## src/rtl/pc_ras_unit_if.sv

```systemverilog
// pc_ras_unit_if: fetch-stage control/address bundle between decode/hazard
// logic (master) and the program counter with return-address stack (slave).
//   master drives : stall, branch, call, ret, br_address
//   slave drives  : instr_address, return_address, ras_depth, ras_empty,
//                   ras_full, ras_overflow, ras_underflow
interface pc_ras_unit_if #(
  parameter int ADDR_W    = 10,
  parameter int RAS_DEPTH = 4
);
  localparam int DEPTH_W = $clog2(RAS_DEPTH) + 1;

  logic              stall;
  logic              branch;
  logic              call;
  logic              ret;
  logic [ADDR_W-1:0] br_address;
  logic [ADDR_W-1:0] instr_address;
  logic [ADDR_W-1:0] return_address;
  logic [DEPTH_W-1:0] ras_depth;
  logic              ras_empty;
  logic              ras_full;
  logic              ras_overflow;
  logic              ras_underflow;

  modport master (
    output stall, branch, call, ret, br_address,
    input  instr_address, return_address, ras_depth,
    input  ras_empty, ras_full, ras_overflow, ras_underflow
  );

  modport slave (
    input  stall, branch, call, ret, br_address,
    output instr_address, return_address, ras_depth,
    output ras_empty, ras_full, ras_overflow, ras_underflow
  );
endinterface

```

## src/rtl/pc_ras_unit.sv

```systemverilog
// pc_ras_unit: parametrised fetch program counter with a circular
// return-address stack.
//   clk   : rising-edge clock
//   reset : asynchronous active-high reset
//   bus   : pc_ras_unit_if.slave -- stall/branch/call/ret/br_address in,
//           instr_address (registered PC), return_address (PC+INC),
//           RAS depth/empty/full and sticky overflow/underflow out.
// Edge priority: stall > ret > call > branch > sequential.
module pc_ras_unit #(
  parameter int ADDR_W       = 10,
  parameter int INC          = 1,
  parameter int RESET_VECTOR = 0,
  parameter int RAS_DEPTH    = 4
) (
  input logic          clk,
  input logic          reset,
  pc_ras_unit_if.slave bus
);

  localparam int PTR_W   = $clog2(RAS_DEPTH);
  localparam int DEPTH_W = PTR_W + 1;

  localparam logic [ADDR_W-1:0]  INC_V   = ADDR_W'(INC);
  localparam logic [ADDR_W-1:0]  RST_V   = ADDR_W'(RESET_VECTOR);
  localparam logic [DEPTH_W-1:0] DEPTH_F = DEPTH_W'(RAS_DEPTH);

  logic [ADDR_W-1:0]  pc_q,    pc_d;
  logic [PTR_W-1:0]   top_q,   top_d;
  logic [DEPTH_W-1:0] depth_q, depth_d;
  logic               ovf_q,   ovf_d;
  logic               unf_q,   unf_d;
  logic [ADDR_W-1:0]  ras_q [RAS_DEPTH];

  logic               wr_en_s;
  logic [PTR_W-1:0]   wr_idx_s;
  logic [ADDR_W-1:0]  wr_data_s;
  logic [ADDR_W-1:0]  seq_pc_s;

  // Sequential successor; wraps naturally at the ADDR_W boundary.
  assign seq_pc_s = pc_q + INC_V;

  // Next-state selection following the stall > ret > call > branch priority.
  always_comb begin
    pc_d      = pc_q;
    top_d     = top_q;
    depth_d   = depth_q;
    ovf_d     = ovf_q;
    unf_d     = unf_q;
    wr_en_s   = 1'b0;
    wr_idx_s  = top_q + PTR_W'(1);
    wr_data_s = seq_pc_s;

    if (bus.stall) begin
      pc_d = pc_q;
    end else if (bus.ret) begin
      if (depth_q != DEPTH_W'(0)) begin
        pc_d    = ras_q[top_q];
        top_d   = top_q - PTR_W'(1);
        depth_d = depth_q - DEPTH_W'(1);
      end else begin
        pc_d  = seq_pc_s;
        unf_d = 1'b1;
      end
    end else if (bus.call) begin
      // The pointer always advances; when full, the slot it lands on holds
      // the oldest entry, which is simply overwritten.
      wr_en_s = 1'b1;
      top_d   = top_q + PTR_W'(1);
      pc_d    = bus.br_address;
      if (depth_q != DEPTH_F) begin
        depth_d = depth_q + DEPTH_W'(1);
      end else begin
        ovf_d = 1'b1;
      end
    end else if (bus.branch) begin
      pc_d = bus.br_address;
    end else begin
      pc_d = seq_pc_s;
    end
  end

  // Control state: PC, stack pointer, depth and sticky flags.
  always_ff @(posedge clk or posedge reset) begin
    if (reset) begin
      pc_q    <= RST_V;
      top_q   <= PTR_W'(0);
      depth_q <= DEPTH_W'(0);
      ovf_q   <= 1'b0;
      unf_q   <= 1'b0;
    end else begin
      pc_q    <= pc_d;
      top_q   <= top_d;
      depth_q <= depth_d;
      ovf_q   <= ovf_d;
      unf_q   <= unf_d;
    end
  end

  // Stack storage; contents are meaningless while depth is 0, so no reset.
  always_ff @(posedge clk) begin
    if (wr_en_s) begin
      ras_q[wr_idx_s] <= wr_data_s;
    end else begin
      ras_q[wr_idx_s] <= ras_q[wr_idx_s];
    end
  end

  assign bus.instr_address  = pc_q;
  assign bus.return_address = seq_pc_s;
  assign bus.ras_depth      = depth_q;
  assign bus.ras_empty      = (depth_q == DEPTH_W'(0));
  assign bus.ras_full       = (depth_q == DEPTH_F);
  assign bus.ras_overflow   = ovf_q;
  assign bus.ras_underflow  = unf_q;

endmodule

```

## src/flat_wrapper.sv

```systemverilog
// flat-port wrapper written by rule: the top's interface ports become plain ports
module pc_ras_unit_flat 
#(
  parameter int ADDR_W       = 10,
  parameter int INC          = 1,
  parameter int RESET_VECTOR = 0,
  parameter int RAS_DEPTH    = 4
)
  (clk, reset, bus_stall, bus_branch, bus_call, bus_ret, bus_br_address, bus_instr_address, bus_return_address, bus_ras_depth, bus_ras_empty, bus_ras_full, bus_ras_overflow, bus_ras_underflow);
  pc_ras_unit_if #(.ADDR_W(ADDR_W), .RAS_DEPTH(RAS_DEPTH)) bus_i ();
  input logic clk;
  input logic reset;
  input wire logic [$bits(bus_i.stall)-1:0] bus_stall;
  input wire logic [$bits(bus_i.branch)-1:0] bus_branch;
  input wire logic [$bits(bus_i.call)-1:0] bus_call;
  input wire logic [$bits(bus_i.ret)-1:0] bus_ret;
  input wire logic [$bits(bus_i.br_address)-1:0] bus_br_address;
  output wire logic [$bits(bus_i.instr_address)-1:0] bus_instr_address;
  output wire logic [$bits(bus_i.return_address)-1:0] bus_return_address;
  output wire logic [$bits(bus_i.ras_depth)-1:0] bus_ras_depth;
  output wire logic [$bits(bus_i.ras_empty)-1:0] bus_ras_empty;
  output wire logic [$bits(bus_i.ras_full)-1:0] bus_ras_full;
  output wire logic [$bits(bus_i.ras_overflow)-1:0] bus_ras_overflow;
  output wire logic [$bits(bus_i.ras_underflow)-1:0] bus_ras_underflow;
  assign bus_i.stall = bus_stall;
  assign bus_i.branch = bus_branch;
  assign bus_i.call = bus_call;
  assign bus_i.ret = bus_ret;
  assign bus_i.br_address = bus_br_address;
  assign bus_instr_address = bus_i.instr_address;
  assign bus_return_address = bus_i.return_address;
  assign bus_ras_depth = bus_i.ras_depth;
  assign bus_ras_empty = bus_i.ras_empty;
  assign bus_ras_full = bus_i.ras_full;
  assign bus_ras_overflow = bus_i.ras_overflow;
  assign bus_ras_underflow = bus_i.ras_underflow;
  pc_ras_unit #(.ADDR_W(ADDR_W), .INC(INC), .RESET_VECTOR(RESET_VECTOR), .RAS_DEPTH(RAS_DEPTH)) u_core (.clk(clk), .reset(reset), .bus(bus_i));
endmodule
```

## config.mk

```make
export PLATFORM = sky130hd
export DESIGN_NAME = pc_ras_unit_flat
export DESIGN_NICKNAME = d
export VERILOG_FILES = /design/src/rtl/pc_ras_unit_if.sv /design/src/rtl/pc_ras_unit.sv /design/src/flat_wrapper.sv
export SDC_FILE = /design/constraint.sdc
export NUM_CORES = 1
export LEC_CHECK = 0
export BUFFER_PORTS_ARGS = -buffer_cell sky130_fd_sc_hd__buf_2
export CAP_MARGIN = 5
export CORE_ASPECT_RATIO = 1.75
export CORE_MARGIN = 2
export CORE_UTILIZATION = 47
export DETAILED_ROUTE_END_ITERATION = 10
export GPL_TIMING_DRIVEN = 0
export PLACE_DENSITY = 0.64
export SLEW_MARGIN = 20
export SYNTH_ARGS = -nofsm -noshare
export SYNTH_HDL_FRONTEND = slang
export SYNTH_SLANG_ARGS = --single-unit
```

## constraint.sdc

```tcl
create_clock -name clk -period 2.1 [get_ports clk]
set_clock_uncertainty 0.15 [all_clocks]
set_input_delay 0.105 -clock clk [delete_from_list [all_inputs] [get_ports clk]]
set_output_delay 0.105 -clock clk [all_outputs]
set_load 0.02 [all_outputs]
```

==> flow_metrics.env, run 1 <==
export IMPL_finish_utilization=0.5922
export IMPL_detailed_place_hpwl_um=4560
export IMPL_gp_routability_congestion=0.8209
export IMPL_floorplan_core_area_sq_um=5787
export IMPL_postSynthNetCount=238
export IMPL_final_setup_worst_slack_ns=0.04018
export IMPL_rr_startpoint="u_core.bus.instr_address[0]"
export IMPL_dominantRegCellSynth="edfxtp_1"
export IMPL_max_vdd_ir_drop_v=0.0007729
export IMPL_htree_num_levels=3
export IMPL_avgRoutedWirePerCell_um=17.93
export IMPL_clock_tree_from_tritoncts="done"
export IMPL_start_util=0.4800
export IMPL_cts_buffers=9
export IMPL_synth_area_leader_cell="edfxtp_1"
export IMPL_row_count=37
export IMPL_ys_ff_latch=57
export IMPL_synthesis_area_sq_um=2778
export IMPL_finalHoldViolCount=0
export IMPL_cts_num_sinks=57
export IMPL_timing_reg2reg_worst_path_depth=7
export IMPL_worst_hold_slack_ns=0.03637
export IMPL_synthTopCellsByArea="edfxtp_1 (43%), dfrtp_1 (15%), mux4_2 (8.1%)"
export IMPL_crit_reg2reg_capture="u_core.bus.instr_address[8]"
export IMPL_tightest_slew_ns=0.7112
export IMPL_synth_edff_count=40
export IMPL_synthesis_instances=216
export IMPL_worst_ep_arrival_time_ns=1.80
export IMPL_routed_via_density=5.535
export IMPL_placed_cells=336
export IMPL_portBuffers=42
export IMPL_first_global_vias=2007
export IMPL_totalNegativeSetupSlack_ns=0
export IMPL_syn_avg_cell_area_sq_um=12.86
export IMPL_layout_drive_gt1_share=0.3640
export IMPL_grt_ovf=0
export IMPL_synth_top_cell_area_share=0.4324
export IMPL_insertion_delay_ns=0.34
export IMPL_finalSetupViolCount=0
export IMPL_yosys_warnings=0
export IMPL_status="finished clean"
export IMPL_antenna_found_initial=0
export IMPL_filler_cell_count=531
export IMPL_number_of_vias_in_the_routed_layout=1998
export IMPL_worst_hold_path_num_cells=3
export IMPL_maxSlewViolCount=0
export IMPL_async_reset_ff_frac=0.2982
export IMPL_iteration_0_drc_markers=71
export IMPL_cap_viol_max_count=0
export IMPL_final_cells=361
export IMPL_die_area_sq_um=6565
export IMPL_io_pin_count=43
export IMPL_critPathKind="flop to output pin"
export IMPL_min_from="bus_br_address[8]"
export IMPL_critical_path_startpoint_type="flop"
export IMPL_min_delay_path_class="primary input to flop"
export IMPL_clkTransAtPathRegs_ns=0.06
export IMPL_timing_reg2reg_setup_slack_ns=0.11
export IMPL_worst_relative_slew_slack=0.5253
export IMPL_number_of_antenna_cells_inserted=0
export IMPL_synth_cell_types=47
export IMPL_detailedRoute_firstPassIterationCount=4
export IMPL_min_delay_worst_endpoint="u_core.bus.instr_address[8]"
export IMPL_post_route_period_util=0.9809
export IMPL_drt_antenna_violating_nets=0
export IMPL_crit_path_end_kind="output pin"
export IMPL_die_h_um=105.7
export IMPL_power_per_cell_area_nw_per_um2=1327
export IMPL_totalWireLength_um=6471
export IMPL_post_place_ws_ns=0.04862
export IMPL_largest_net_degree_at_the_start_of_global_routing=18
export IMPL_max_clock_freq_mhz=485.5
export IMPL_highest_net_fanout_along_the_worst_path=6
export IMPL_route_detailed_drc=0
export IMPL_grt_pass1_wl_um=10230
export IMPL_final_net_count=300
export IMPL_crit_required_ns=1.85
export IMPL_grt_util_all_layers=0.2125
export IMPL_p_leak_nw=1.372
export IMPL_layout_min_cycle_time_ns=2.060
export IMPL_grt_setup_unrepaired="true"
export IMPL_die_width_um=62.11
export IMPL_cts_buffer_depth=2
export IMPL_seq_total_area_yosys=0.5856
export IMPL_syn2layout_area_growth_pct=23.38
export IMPL_ctsRootBufferMaster="clkbuf_8"
-- state kept, by name, indices dropped and copies added, names as in the netlist --
register,flops
u_core.bus.instr_address,10
u_core.ras_q,40
u_core.bus.ras_depth,3
u_core.bus.ras_overflow,1
u_core.top_q,2
u_core.bus.ras_underflow,1
-- cells in the mapped netlist, types with 2 or more instances --
cell type,n
a211oi_1,2
a21oi_1,14
a221oi_1,2
a22oi_1,3
a31oi_1,2
and3_1,8
and3_2,2
buf_2,4
buf_4,2
dfrtp_1,17
edfxtp_1,40
ha_1,5
inv_1,9
inv_2,2
mux2i_1,2
mux4_2,10
nand2_1,14
nand2b_1,2
nand3_1,4
nor2_1,19
nor3_1,4
o211ai_1,2
o21ai_0,10
o221ai_1,2
o31ai_1,2
or2_2,3
xnor2_1,8
xor2_1,3
-- critical path, cell delays in order, from the launching register on --
cell,delay (ns)
dfrtp_2,0.45
ha_2,0.22
and3_2,0.25
and3_4,0.20
xnor2_2,0.18
buf_4,0.17
-- metrics by stage --
stage          instance area [sq um]  total power, mW
3_3_place_gp                    3100            3.452
6_report                        3427            4.548
2_1_floorplan                   2793            2.936
4_1_cts                         3364            4.497
5_1_grt                         3427            4.817
3_5_place_dp                    3100            3.480
-- layout make-up --
class	instances	area (sq um)	area share
flip-flops and latches	57	1633	0.4765
repair buffers	51	290.3	0.08470
plain buffers	8	52.55	0.01533
clock buffers	10	127.6	0.03724
well taps	78	97.59	0.02848
inverters	11	41.29	0.01205
clock inverters	6	58.81	0.01716
multi-input cells	140	1126	0.3286
-- cells in the final DEF, fill, tap and decap left out, drive strengths merged, types with 3 or more instances in the layout --
| cell | netlist | routed |
|---|---|---|
| a21oi | 14 | 14 |
| a22oi | 3 | 3 |
| and3 | 10 | 10 |
| buf | 6 | 53 |
| clkbuf | 1 | 11 |
| clkinv | 0 | 3 |
| dfrtp | 17 | 17 |
| dlygate4sd3 | 0 | 4 |
| edfxtp | 40 | 40 |
| ha | 5 | 5 |
| inv | 11 | 11 |
| mux4 | 10 | 10 |
| nand2 | 14 | 14 |
| nand3 | 5 | 5 |
| nor2 | 19 | 19 |
| nor3 | 4 | 4 |
| o21ai | 10 | 10 |
| or2 | 4 | 4 |
| xnor2 | 8 | 8 |
| xor2 | 3 | 3 |
-- report_power, final --
group          switching, mW  leakage [nW]  internal [mW]
clock                  0.422        0.0897          0.539
combinational           1.06         0.727          0.760
sequential             0.254         0.556           1.52
-- timing repair --
action                                 CTS  global route
buffers inserted                         2             3
gates cloned                             0             0
resized for setup                        6            11
hold buffers                             4             0
endpoints found under the hold margin   20             0
setup endpoints to repair                6             9
pin swaps                                2             1
-- how the worst max path moves through the flow --
stage | end | startpoint | cells after the start
floorplan | u_core.ras_q[0][9] | u_core.bus.instr_address[2] | 3
global placement | u_core.ras_q[2][1] | u_core.top_q[1] | 4
detailed placement | u_core.bus.instr_address[0] | u_core.top_q[0] | 6
CTS | bus_return_address[8] | u_core.bus.instr_address[0] | 5
global route | bus_return_address[7] | u_core.bus.instr_address[2] | 4
finish | bus_return_address[8] | u_core.bus.instr_address[0] | 5
-- metal layers --
layer / track usage / share of wire / vias to the layer above
met4: 0.1079 / 0.022 / 0
met2: 0.4076 / 0.57 / 46
met5: 0 / 0 / -
li1: - / - / 946
met3: 0.03522 / 0.041 / 14
met1: 0.2170 / 0.37 / 992
-- logic make-up (layout without fill, tap and decap cells) --
group / after synthesis / in the layout / synth area share
AND/OR/NAND/NOR: 63 / 63 / 0.1131
flip-flops: 57 / 57 / 0.5856
AO/OA/AOI/OAI: 48 / 48 / 0.1162
buffers and inverters: 19 / 86 / 0.03243
multiplexers: 12 / 12 / 0.08829
XOR/XNOR: 11 / 11 / 0.03469
adder cells (fa/ha/maj): 6 / 6 / 0.02973
(Power assumes the default switching activity.)
==> run 2, diff against run 1 <==
--- a/config.mk
+++ b/config.mk
@@ -5,14 +5,14 @@
 export SDC_FILE = /design/constraint.sdc
 export NUM_CORES = 1
 export LEC_CHECK = 0
-export BUFFER_PORTS_ARGS = -buffer_cell sky130_fd_sc_hd__buf_2
 export CAP_MARGIN = 5
 export CORE_ASPECT_RATIO = 1.75
 export CORE_MARGIN = 2
 export CORE_UTILIZATION = 47
 export DETAILED_ROUTE_END_ITERATION = 10
+export DONT_BUFFER_PORTS = 1
 export GPL_TIMING_DRIVEN = 0
-export PLACE_DENSITY = 0.64
+export PLACE_DENSITY = 0.58
 export SLEW_MARGIN = 20
 export SYNTH_ARGS = -nofsm -noshare
 export SYNTH_HDL_FRONTEND = slang
==> run 2 against run 1 <==
Sequential share of layout area up 2.0 points. Worst setup slack lost 0.020 ns. Critical path depth fell by 2. Global-route usage grew 0.98 points. Hold slack got worse by 0.023 ns. Critical path type unchanged.
==> flow_metrics.env, run 2 (same netlist as run 1, synthesis figures left out) <==
export IMPL_largest_register="u_core.ras_q"
export IMPL_die_h_um=105.7
export IMPL_mostFrequentLayoutCells="edfxtp_1 (40), nor2_1 (19), a21oi_1 (14)"
export IMPL_largest_net_degree_at_the_start_of_global_routing=18
export IMPL_grt_pass1_wl_um=10910
export IMPL_dpl_cell_area_sq_um=2890
export IMPL_max_reg_flops=40
export IMPL_max_clock_freq_mhz=480.8
export IMPL_worst_relative_slew_slack=0.4697
export IMPL_p_leak_nw=1.200
export IMPL_post_place_ws_ns=-0.3050
export IMPL_pwr_share_seq=0.457
export IMPL_die_width_um=62.11
export IMPL_filler_cell_count=499
export IMPL_avgRoutedWirePerCell_um=21.61
export IMPL_min_delay_path_class="primary input to flop"
export IMPL_crit_required_ns=1.85
export IMPL_finish_instance_area_sq_um=3307
export IMPL_clock_tree_from_tritoncts="done"
export IMPL_first_global_vias=2126
export IMPL_p_total_mw=4.344
export IMPL_floorplan_core_area_sq_um=5787
export IMPL_die_area_sq_um=6565
export IMPL_clkPwrFrac=0.190
export IMPL_portBuffers=0
export IMPL_maxSlewViolCount=0
export IMPL_p_int_mw=2.581
export IMPL_finalHoldViolCount=0
export IMPL_final_net_count=261
export IMPL_totalWireLength_um=6959
export IMPL_highest_net_fanout_along_the_worst_path=6
export IMPL_worst_hold_path_num_cells=2
export IMPL_final_setup_worst_slack_ns=0.02008
export IMPL_cts_num_sinks=57
export IMPL_power_per_cell_area_nw_per_um2=1314
export IMPL_insertion_delay_ns=0.33
export IMPL_tightest_slew_ns=0.7928
export IMPL_start_util=0.4800
export IMPL_timing_reg2reg_worst_path_depth=5
export IMPL_layout_cells_most_common="edfxtp_1"
export IMPL_totalNegativeSetupSlack_ns=0
export IMPL_drt_antenna_violating_nets=0
export IMPL_finalSetupViolCount=0
export IMPL_syn2layout_area_growth_pct=19.05
export IMPL_iteration_0_drc_markers=164
export IMPL_io_pin_count=43
export IMPL_number_of_vias_in_the_routed_layout=1947
export IMPL_route_detailed_drc=0
export IMPL_rr_startpoint="u_core.bus.instr_address[0]"
export IMPL_switching_share=0.4059
export IMPL_min_from="bus_br_address[9]"
export IMPL_crit_reg2reg_capture="u_core.bus.instr_address[2]"
export IMPL_worst_ep_arrival_time_ns=1.82
export IMPL_grt_ovf=0
export IMPL_finish_utilization=0.5715
export IMPL_final_cells=322
export IMPL_max_vdd_ir_drop_v=0.0005536
export IMPL_row_count=37
export IMPL_worst_hold_slack_ns=0.01335
export IMPL_critPathKind="flop to output pin"
export IMPL_gp_routability_congestion=0.8836
export IMPL_p_comb_frac=0.353
export IMPL_layout_drive_gt1_share=0.2582
export IMPL_detailedRoute_firstPassIterationCount=5
export IMPL_crit_path_end_kind="output pin"
export IMPL_p_sw_mw=1.763
export IMPL_critical_path_startpoint_type="flop"
export IMPL_routed_via_density=6.047
export IMPL_min_delay_worst_endpoint="u_core.bus.instr_address[9]"
export IMPL_layout_min_cycle_time_ns=2.080
export IMPL_detailed_place_hpwl_um=4829
export IMPL_number_of_antenna_cells_inserted=0
export IMPL_grt_setup_unrepaired="true"
export IMPL_ctsRootBufferMaster="clkbuf_8"
export IMPL_post_route_period_util=0.9904
export IMPL_clkTransAtPathRegs_ns=0.06
export IMPL_placed_cells=294
export IMPL_status="finished clean"
export IMPL_cts_buffer_depth=2
export IMPL_timing_reg2reg_setup_slack_ns=0.06
export IMPL_grt_util_all_layers=0.2222
export IMPL_cap_viol_max_count=0
export IMPL_cts_buffers=9
export IMPL_htree_num_levels=3
export IMPL_antenna_found_initial=0
[run 2: per-layer routing]
metal  wire length (um)  share of wire  GRT usage  up-vias
li1                   -              -          -      872
met1               2587           0.37     0.2398      970
met2               3835           0.55     0.3983       93
met3                421          0.060    0.05870       12
met4                115          0.017     0.1095        0
met5                  0              0          0        -
[run 2: power groups by stage]
stage | Combinational (mW) | Sequential (mW) | Clock, mW
CTS | 1.50 | 1.95 | 0.851
global route | 1.67 | 2.02 | 0.906
finish | 1.53 | 1.98 | 0.827
detailed placement | 1.37 | 1.94 | 0
floorplan | 1.08 | 1.85 | 0
global placement | 1.30 | 1.91 | 0
[run 2: final cells by class]
cell class	count	area [sq um]	share of cell area
well taps	78	97.59	0.02951
flip-flops and latches	57	1642	0.4964
clock inverters	4	20.02	0.006054
multi-input cells	140	1196	0.3617
plain buffers	8	52.55	0.01589
repair buffers	12	117.6	0.03557
inverters	11	46.29	0.01400
clock buffers	12	135.1	0.04086
[run 2: worst max-delay path, stage by stage (launching register included)]
cell	delay, ns
dfrtp_2	0.53
nand3_4	0.16
or3_4	0.47
xnor2_4	0.33
[run 2: how the worst max path moves through the flow]
stage	startpoint	endpoint	slack, ns	cells after the start
2_1_floorplan	u_core.bus.instr_address[2]	u_core.ras_q[0][9]	0.05	3
3_3_place_gp	u_core.bus.instr_address[2]	u_core.ras_q[2][9]	-0.27	3
3_5_place_dp	u_core.bus.instr_address[0]	u_core.ras_q[2][9]	-0.30	3
4_1_cts	u_core.bus.instr_address[4]	bus_return_address[9]	-0.01	3
5_1_grt	u_core.bus.instr_address[0]	u_core.bus.instr_address[2]	-0.04	5
6_report	u_core.bus.instr_address[0]	bus_return_address[9]	0.02	3
[run 2: what timing repair did]
item                       in CTS  in global routing
resized for setup              21                 14
hold endpoints to repair       28                  3
buffers inserted                1                  0
setup endpoints to repair      30                 10
hold buffers                   10                  1
pin swaps                       3                  6
